`src/rtl/ps2kbd_tx.sv`:
```
// ps2kbd_tx: PS/2 host-to-keyboard command transmitter (inhibit, request-to-send, 11-bit frame, ack).
// Define PS2TX_ACK_CHECK_EN to turn a high acknowledge bit into a TxError instead of completing.
module ps2kbd_tx #(
    parameter int INHIBIT_CYCLES = 5000,
    parameter int TIMEOUT_CYCLES = 750000
) (
    input  logic       Clk,
    input  logic       Reset_n,
    input  logic       KeyClkIn,
    input  logic       KeyDataIn,
    output logic       KeyClkDrive,
    output logic       KeyDataDrive,
    input  logic [7:0] TxData,
    input  logic       TxStart,
    output logic       TxReady,
    output logic       TxDone,
    output logic       TxError,
    output logic       TxActive
);
    localparam int IW = $clog2(INHIBIT_CYCLES + 1);
    localparam int TW = $clog2(TIMEOUT_CYCLES + 1);

    typedef enum logic [2:0] {IDLE, INHIBIT, REQ, DATA, ACK, WAIT_IDLE} stateType;

    stateType state, stateNext;
    logic [1:0] clkSync, dataSync;
    logic clkPrev, keyFall;
    logic [IW-1:0] inhCnt, inhCntNext;
    logic [TW-1:0] toCnt, toCntNext;
    logic [3:0] bitCnt, bitCntNext;
    logic [8:0] txBits, txBitsNext;
    logic clkDriveNext, dataDriveNext, doneNext, errorNext;

    assign keyFall = clkPrev & ~clkSync[1];
    assign TxReady = state == IDLE;
    assign TxActive = state != IDLE;

    always_ff @(posedge Clk or negedge Reset_n)
        if (!Reset_n) begin
            clkSync <= 2'b11;
            dataSync <= 2'b11;
            clkPrev <= 1'b1;
            state <= IDLE;
            inhCnt <= '0;
            toCnt <= '0;
            bitCnt <= '0;
            txBits <= '0;
            KeyClkDrive <= 1'b0;
            KeyDataDrive <= 1'b0;
            TxDone <= 1'b0;
            TxError <= 1'b0;
        end else begin
            clkSync <= {clkSync[0], KeyClkIn};
            dataSync <= {dataSync[0], KeyDataIn};
            clkPrev <= clkSync[1];
            state <= stateNext;
            inhCnt <= inhCntNext;
            toCnt <= toCntNext;
            bitCnt <= bitCntNext;
            txBits <= txBitsNext;
            KeyClkDrive <= clkDriveNext;
            KeyDataDrive <= dataDriveNext;
            TxDone <= doneNext;
            TxError <= errorNext;
        end

    always_comb begin
        stateNext = state;
        inhCntNext = '0;
        toCntNext = '0;
        bitCntNext = bitCnt;
        txBitsNext = txBits;
        doneNext = 1'b0;
        errorNext = 1'b0;
        case (state)
            IDLE: if (TxStart) begin
                txBitsNext = {~^TxData, TxData};
                bitCntNext = '0;
                stateNext = INHIBIT;
            end
            INHIBIT: begin
                inhCntNext = inhCnt + 1'b1;
                if (inhCnt == IW'(INHIBIT_CYCLES - 1)) stateNext = REQ;
            end
            REQ: if (keyFall) begin
                stateNext = DATA;
                bitCntNext = '0;
            end
            // The edge that would present the stop bit enters ACK, whose released line is the stop bit.
            DATA: if (keyFall) begin
                if (bitCnt == 4'd8) stateNext = ACK;
                else bitCntNext = bitCnt + 1'b1;
            end
            ACK: if (keyFall) begin
`ifdef PS2TX_ACK_CHECK_EN
                if (dataSync[1]) begin
                    stateNext = IDLE;
                    errorNext = 1'b1;
                end else stateNext = WAIT_IDLE;
`else
                stateNext = WAIT_IDLE;
`endif
            end
            WAIT_IDLE: if (clkSync[1] && dataSync[1]) begin
                stateNext = IDLE;
                doneNext = 1'b1;
            end
            default: stateNext = IDLE;
        endcase
        if (state inside {REQ, DATA, ACK, WAIT_IDLE}) begin
            toCntNext = toCnt + 1'b1;
            if (toCnt == TW'(TIMEOUT_CYCLES - 1)) begin
                stateNext = IDLE;
                errorNext = 1'b1;
                doneNext = 1'b0;
            end
        end
        clkDriveNext = stateNext == INHIBIT;
        dataDriveNext = stateNext == REQ || (stateNext == DATA && !txBitsNext[bitCntNext]);
    end
endmodule

```
`config.mk`:
```
export PLATFORM = sky130hd
export DESIGN_NAME = ps2kbd_tx
export DESIGN_NICKNAME = d
export VERILOG_FILES = /design/src/rtl/ps2kbd_tx.sv
export SDC_FILE = /design/constraint.sdc
export NUM_CORES = 1
export LEC_CHECK = 0
export ABC_AREA = 0
export CAP_MARGIN = 20
export CORE_MARGIN = 2
export CORE_UTILIZATION = 58
export CTS_CLUSTER_SIZE = 30
export DETAILED_ROUTE_END_ITERATION = 8
export GPL_ROUTABILITY_DRIVEN = 1
export MAX_ROUTING_LAYER = met4
export PLACE_DENSITY_LB_ADDON = 0.15
export SYNTH_ARGS = -nofsm -noshare
export SYNTH_HDL_FRONTEND = slang
export SYNTH_SLANG_ARGS = --single-unit
```
`constraint.sdc`:
```
create_clock -name Clk -period 3.35 [get_ports Clk]
set_input_delay 0.8375 -clock Clk [delete_from_list [all_inputs] [get_ports Clk]]
set_output_delay 0.8375 -clock Clk [all_outputs]
set_load 0.02 [all_outputs]
```
==> results of run 1 <==
[cell type report]
class / count / area, um^2
flip-flops and latches: 58 / 1458
fillers: 342 / 1353
multi-input cells: 220 / 1334
repair buffers: 25 / 227.7
clock buffers: 12 / 165.2
well taps: 67 / 83.83
clock inverters: 4 / 72.57
inverters: 8 / 30.03
[routing by layer]
metal | track usage (%) | vias up | wire (um)
li1 | - | 1063 | -
met1 | 33.48 | 975 | 2698
met2 | 31.45 | 45 | 2330
met3 | 8.130 | 9 | 231
met4 | 6.869 | 0 | 62
met5 | - | - | 0
[path summary, 6_finish.rpt]
path / to / slack (ns) / startpoint
worst min register to register: clkSync[1]$_DFF_PN1_ / 0.36 / clkSync[0]$_DFF_PN1_
min in group asynchronous: txBits[0]$_DFF_PN0_ / 0.63 / Reset_n
max in group asynchronous: inhCnt[2]$_DFF_PN0_ / 1.99 / Reset_n
worst max register to register: KeyDataDrive$_DFF_PN0_ / 0.62 / state[1]$_DFF_PN0_
worst max-delay path: KeyDataDrive$_DFF_PN0_ / 0.35 / TxStart
worst min-delay path: clkSync[1]$_DFF_PN1_ / 0.36 / clkSync[0]$_DFF_PN1_
[logic make-up after synthesis]
group | Yosys count | synth area share [%]
XOR/XNOR | 30 | 9.210
AND/OR/NAND/NOR | 146 | 26.19
buffers and inverters | 16 | 2.149
adder cells (fa/ha/maj) | 4 | 1.754
flip-flops | 58 | 51.10
multiplexers | 3 | 1.053
AO/OA/AOI/OAI | 37 | 8.553
[Yosys cell counts (all sizes together) (2+ instances only)]
cell type,n,area share [%]
nor3,2,0.35
and2,2,0.44
or4bb,3,1.2
a21oi,12,2.1
a211oi,2,0.53
a32o,2,0.70
clkbuf,7,0.92
nor2,37,4.9
dfrtp,53,46
nand3b,4,1.1
inv,8,1.1
a31oi,2,0.44
xor2,19,5.8
ha,4,1.8
nor4,3,0.66
o21ai,9,1.6
nand4,3,0.66
nor2b,8,1.8
dfstp,5,4.6
nor4b,2,1.1
mux2i,3,1.1
a22oi,2,0.70
and3,5,1.1
or3,8,1.8
xnor2,11,3.4
nand2,46,6.1
nand3,14,2.5
[report_power, final]
part           internal, uW  switching, uW  leakage, uW
registers               773           47.8     0.000763
logic                  94.0            116     0.000569
clock network           478            281     0.000119
[flip-flops by register name (all words and copies together) (netlist names)]
name	cells
KeyDataDrive	1
bitCnt	4
clkPrev	1
inhCnt	13
clkSync	2
toCnt	20
txBits	9
TxError	1
KeyClkDrive	1
state	3
dataSync	2
TxDone	1
[placed cells by master, fill, tap and decap left out, types with 3 or more instances in the layout]
| master | synthesis | layout |
|---|---|---|
| a21oi_1 | 12 | 12 |
| and3_1 | 5 | 5 |
| buf_4 | 0 | 7 |
| clkbuf_8 | 0 | 12 |
| clkdlybuf4s50_1 | 0 | 17 |
| dfrtp_1 | 53 | 53 |
| dfstp_2 | 5 | 5 |
| ha_1 | 4 | 4 |
| inv_1 | 7 | 7 |
| mux2i_1 | 3 | 3 |
| nand2_1 | 46 | 46 |
| nand3_1 | 14 | 14 |
| nand3b_1 | 4 | 4 |
| nand4_1 | 3 | 3 |
| nor2_1 | 37 | 37 |
| nor2b_1 | 8 | 8 |
| nor4_1 | 3 | 3 |
| o21ai_0 | 8 | 8 |
| or3_1 | 8 | 8 |
| or4bb_1 | 3 | 3 |
| xnor2_1 | 11 | 11 |
| xor2_1 | 19 | 19 |
[metrics by stage]
stage               utilization, %  hold slack (ns)
CTS                          71.36           0.3606
detailed placement           66.33           0.3468
floorplan                        -           0.3452
global placement             66.33           0.3474
finish                       71.36           0.3598
global route                 71.36           0.3641
==> impl_metrics.env, run 1 <==
export IMPL_setup_violations=0
export IMPL_track_usage_pct=23.39
export IMPL_clock_tree_htree_level_count=3
export IMPL_fin_total_pwr_uw=1790
export IMPL_crit_path_end_kind="flip-flop"
export IMPL_dpl_worst_slack_ns=0.04053
export IMPL_avgSynthCellArea_um2=9.703
export IMPL_yosysUniqueCellTypes=49
export IMPL_fin_crit_sh_pct=89.65
export IMPL_path_buf_inv=1
export IMPL_cts_tree="done"
export IMPL_diodes=0
export IMPL_dieHeight_um=74.13
export IMPL_synth_async_reset_ratio_pct=100.0
export IMPL_status="complete, no violations"
export IMPL_via_per_inst=5.310
export IMPL_cp_cell_sequence="clkdlybuf4s50_1 -> or4b_4 -> a32o_1 -> a22o_1 -> a311oi_2 -> or3b_1 -> a32oi_1 -> o31a_1"
export IMPL_hold_path_class="reg -> reg"
export IMPL_min_path_cells=0
export IMPL_hpwl_mm=3.770
export IMPL_ctsRootBufferMaster="clkbuf_8"
export IMPL_wl_per_cell_um=13.51
export IMPL_grt_pass1_vias=1943
export IMPL_crit_path_start_kind="input port"
export IMPL_cts_resized=0
export IMPL_path_clk_slew_ns=0.06
export IMPL_cts_made_buffers=9
export IMPL_path_delay_family="compound AO/OA/AOI/OAI gates"
export IMPL_drt_wl_total_mm=5.322
export IMPL_drtPass1Iterations=5
export IMPL_grt_max_degree=45
export IMPL_start_util_pct=60.40
export IMPL_skew_ns=0.01056
export IMPL_slew_viol_final=0
export IMPL_instances_no_fill=394
export IMPL_portBuffers=18
export IMPL_routabilityCongestion=0.9357
export IMPL_dieArea_mm2=0.005495
export IMPL_ir_worst_vdd_mv=0.4285
export IMPL_stdcell_area_mm2=0.003371
export IMPL_cts_setup_buffers=0
export IMPL_fmax_mhz=333.0
export IMPL_syn_num_nets=311
export IMPL_fin_crit_ns=3.003
export IMPL_timing_final_ws_setup_ns=0.3467
export IMPL_tns_ns=0
export IMPL_crit_path_max_fanout=3
export IMPL_synth_enable_flop_cells=0
export IMPL_drive_above_1_share_pct=10.70
export IMPL_grt_overflow_total=0
export IMPL_rsz0062_at_grt="no"
export IMPL_path_depth=8
export IMPL_path_class="in -> reg"
export IMPL_place_area_mm2=0.003133
export IMPL_ios=19
export IMPL_synth_top_flop_cell="dfrtp_1"
export IMPL_ys_ff_latch=58
export IMPL_yosysWarnings=0
export IMPL_core_area_mm2=0.004723
export IMPL_ant_nets=0
export IMPL_hold_viol_final=0
export IMPL_maxSlewHeadroom_pct=37.85
export IMPL_crit_slowest_cell="clkdlybuf4s50_1"
export IMPL_rows=25
export IMPL_cp_arrival_ns=3.27
export IMPL_grt_pass1_wl_mm=9.246
export IMPL_antenna_found_initial=0
export IMPL_postSynthCellCount=294
export IMPL_synth_seq_area_share_pct=51.10
export IMPL_dr_total_vias=2092
export IMPL_worst_ep_required_time_ns=3.62
export IMPL_clk_latency_ns=0.34
export IMPL_cp_slowest_stage_delay_ns=0.49
export IMPL_r2r_cells=7
export IMPL_area_delta_synth_final_pct=18.16
export IMPL_cap_violations=0
export IMPL_placed_cells=378
export IMPL_drtIter0Drc=209
export IMPL_cellLeakagePower_uw=0.001450
export IMPL_cts_num_sinks=58
export IMPL_cellPowerDensity_mw_per_mm2=530.9
export IMPL_worst_pin_slew_ns=0.9322
export IMPL_postCtsHoldBufs=0
export IMPL_cts_path_max_buffers=2
export IMPL_fin_nets=339
export IMPL_drc=0
export IMPL_synthesis_area_mm2=0.002853
export IMPL_fp_dieW_um=74.13
No activity file was read; power rests on OpenSTA's default activity.
==> run 2: changes to the inputs <==
SKIP_LAST_GASP = 1   (was not set)
==> results of run 2 <==
Same layout as run 1: the final DEF is identical, and so are final timing and power.
==> run 3: changes to the inputs <==
CORE_MARGIN = 5   (was 2)
clock period = 3.36 ns   (was 3.35 ns; I/O delays follow)
==> run 3 against run 2 <==
Against the previous run: first-iteration DRC count is 12% lower; routed wire length rose by 3.3%; hold slack worse by 0.0024 ns; final cell count fell by 0.51%; critical path type unchanged; sequential cell count did not move; sequential power is essentially flat.
==> impl_metrics.env, run 3 (same netlist as run 1, synthesis figures left out) <==
export IMPL_cts_path_max_buffers=2
export IMPL_fin_total_pwr_uw=1578
export IMPL_multiInputGateArea_mm2=0.001334
export IMPL_cellLeakagePower_uw=0.001413
export IMPL_hold_viol_final=0
export IMPL_core_area_mm2=0.004755
export IMPL_start_util_pct=60.00
export IMPL_cts_num_sinks=58
export IMPL_hold_path_class="reg -> reg"
export IMPL_cts_tree="done"
export IMPL_path_clk_slew_ns=0.06
export IMPL_fin_crit_ns=2.994
export IMPL_rows=25
export IMPL_area_delta_synth_final_pct=15.26
export IMPL_fmax_mhz=334.0
export IMPL_drtIter0Drc=183
export IMPL_maxSlewHeadroom_pct=43.97
export IMPL_grt_pass1_wl_mm=9.439
export IMPL_grt_pass1_vias=2044
export IMPL_worst_pin_slew_ns=0.8328
export IMPL_wl_per_cell_um=14.03
export IMPL_ctsRootBufferMaster="clkbuf_8"
export IMPL_skew_ns=0.01106
export IMPL_crit_path_max_fanout=3
export IMPL_cap_violations=0
export IMPL_layout_cells_most_common_list="dfrtp_1, nand2_1, nor2_1"
export IMPL_ant_nets=0
export IMPL_cellPowerDensity_mw_per_mm2=479.8
export IMPL_dr_total_vias=2170
export IMPL_ios=19
export IMPL_drive_above_1_share_pct=10.15
export IMPL_diodes=0
export IMPL_largest_reg_flops=20
export IMPL_setup_violations=0
export IMPL_top_regs="toCnt (20), inhCnt (13), txBits (9)"
export IMPL_crit_path_end_kind="flip-flop"
export IMPL_hpwl_mm=3.855
export IMPL_status="complete, no violations"
export IMPL_worst_ep_required_time_ns=3.63
export IMPL_routabilityCongestion=0.9177
export IMPL_track_usage_pct=19.69
export IMPL_clock_tree_htree_level_count=3
export IMPL_cp_arrival_ns=3.27
export IMPL_slew_viol_final=0
export IMPL_path_class="in -> reg"
export IMPL_final_common_cell="dfrtp_1"
export IMPL_cts_resized=0
export IMPL_final_core_utilization_pct=69.16
export IMPL_tns_ns=0
export IMPL_ir_worst_vdd_mv=0.3591
export IMPL_cts_made_buffers=9
export IMPL_nFillCells=385
export IMPL_clk_latency_ns=0.34
export IMPL_rsz0062_at_grt="no"
export IMPL_drt_wl_total_mm=5.499
export IMPL_grt_overflow_total=0
export IMPL_dieHeight_um=80.13
export IMPL_fin_crit_sh_pct=89.11
export IMPL_crit_path_start_kind="input port"
export IMPL_dieArea_mm2=0.006421
export IMPL_regMostFlops="toCnt"
export IMPL_cts_setup_buffers=0
export IMPL_grt_max_degree=31
export IMPL_portBuffers=18
export IMPL_drc=0
export IMPL_fp_dieW_um=80.13
export IMPL_fin_nets=337
export IMPL_seq_area_mm2=0.001458
export IMPL_via_per_inst=5.536
export IMPL_drtPass1Iterations=4
export IMPL_antenna_found_initial=0
export IMPL_postCtsHoldBufs=0
[run 3: cell count changes in the layout (fill, tap and decap cells not counted), sizes merged]
cell,delta
buf,-2
bufinv,-2
clkinv,+4
clkbuf,-2
[run 3: critical path, stage by stage]
cell             delay [ns]
clkdlybuf4s50_1        0.50
or4b_4                 0.47
a32o_1                 0.23
a22o_1                 0.27
a311oi_2               0.22
or3b_1                 0.38
a32oi_1                0.22
o31a_1                 0.15
[run 3: worst paths after layout]
check / startpoint / endpoint / slack, ns / cells past startpoint
worst max-delay path: TxStart / KeyDataDrive$_DFF_PN0_ / 0.37 / 8
worst min-delay path: clkSync[0]$_DFF_PN1_ / clkSync[1]$_DFF_PN1_ / 0.36 / 0
worst max register to register: state[1]$_DFF_PN0_ / KeyDataDrive$_DFF_PN0_ / 0.65 / 7
worst min register to register: clkSync[0]$_DFF_PN1_ / clkSync[1]$_DFF_PN1_ / 0.36 / 0
max in group asynchronous: Reset_n / dataSync[0]$_DFF_PN1_ / 1.99 / 2
min in group asynchronous: Reset_n / inhCnt[2]$_DFF_PN0_ / 0.52 / 1
[run 3: per-layer routing]
metal	part of all wire, %	global-route usage (%)	vias up
li1	-	-	1061
met1	50	26.59	1035
met2	42	27.07	61
met3	4.1	4.484	13
met4	3.0	11.66	0
met5	0	-	-
[run 3: layout make-up]
cell class                      instances  area share, %
Sequential cell                        58          44.33
Clock buffer                           10          4.186
Inverter                                8         0.9132
Tap cell                               67          2.549
Timing Repair Buffer                   23          6.469
Clock inverter                          6         0.9893
Multi-Input combinational cell        220          40.56
[run 3: report_power, final]
group	internal, uW	switching, uW
clock network	280	271
registers	771	49.4
logic	93.0	114
total	1140	434
[run 3: per-stage QoR]
stage / hold WS, ns / setup slack [ns] / instances / area [um^2]
final: 0.3575 / 0.3661 / 392 / 3288
after global routing: 0.3641 / 0.2942 / 392 / 3288
after CTS: 0.3579 / 0.4002 / 392 / 3288
after detailed placement: 0.3493 / 0.08113 / 376 / 3118
after global placement: 0.3475 / 0.1367 / 376 / 3118
after floorplan: 0.3452 / 0.6693 / 294 / 2853
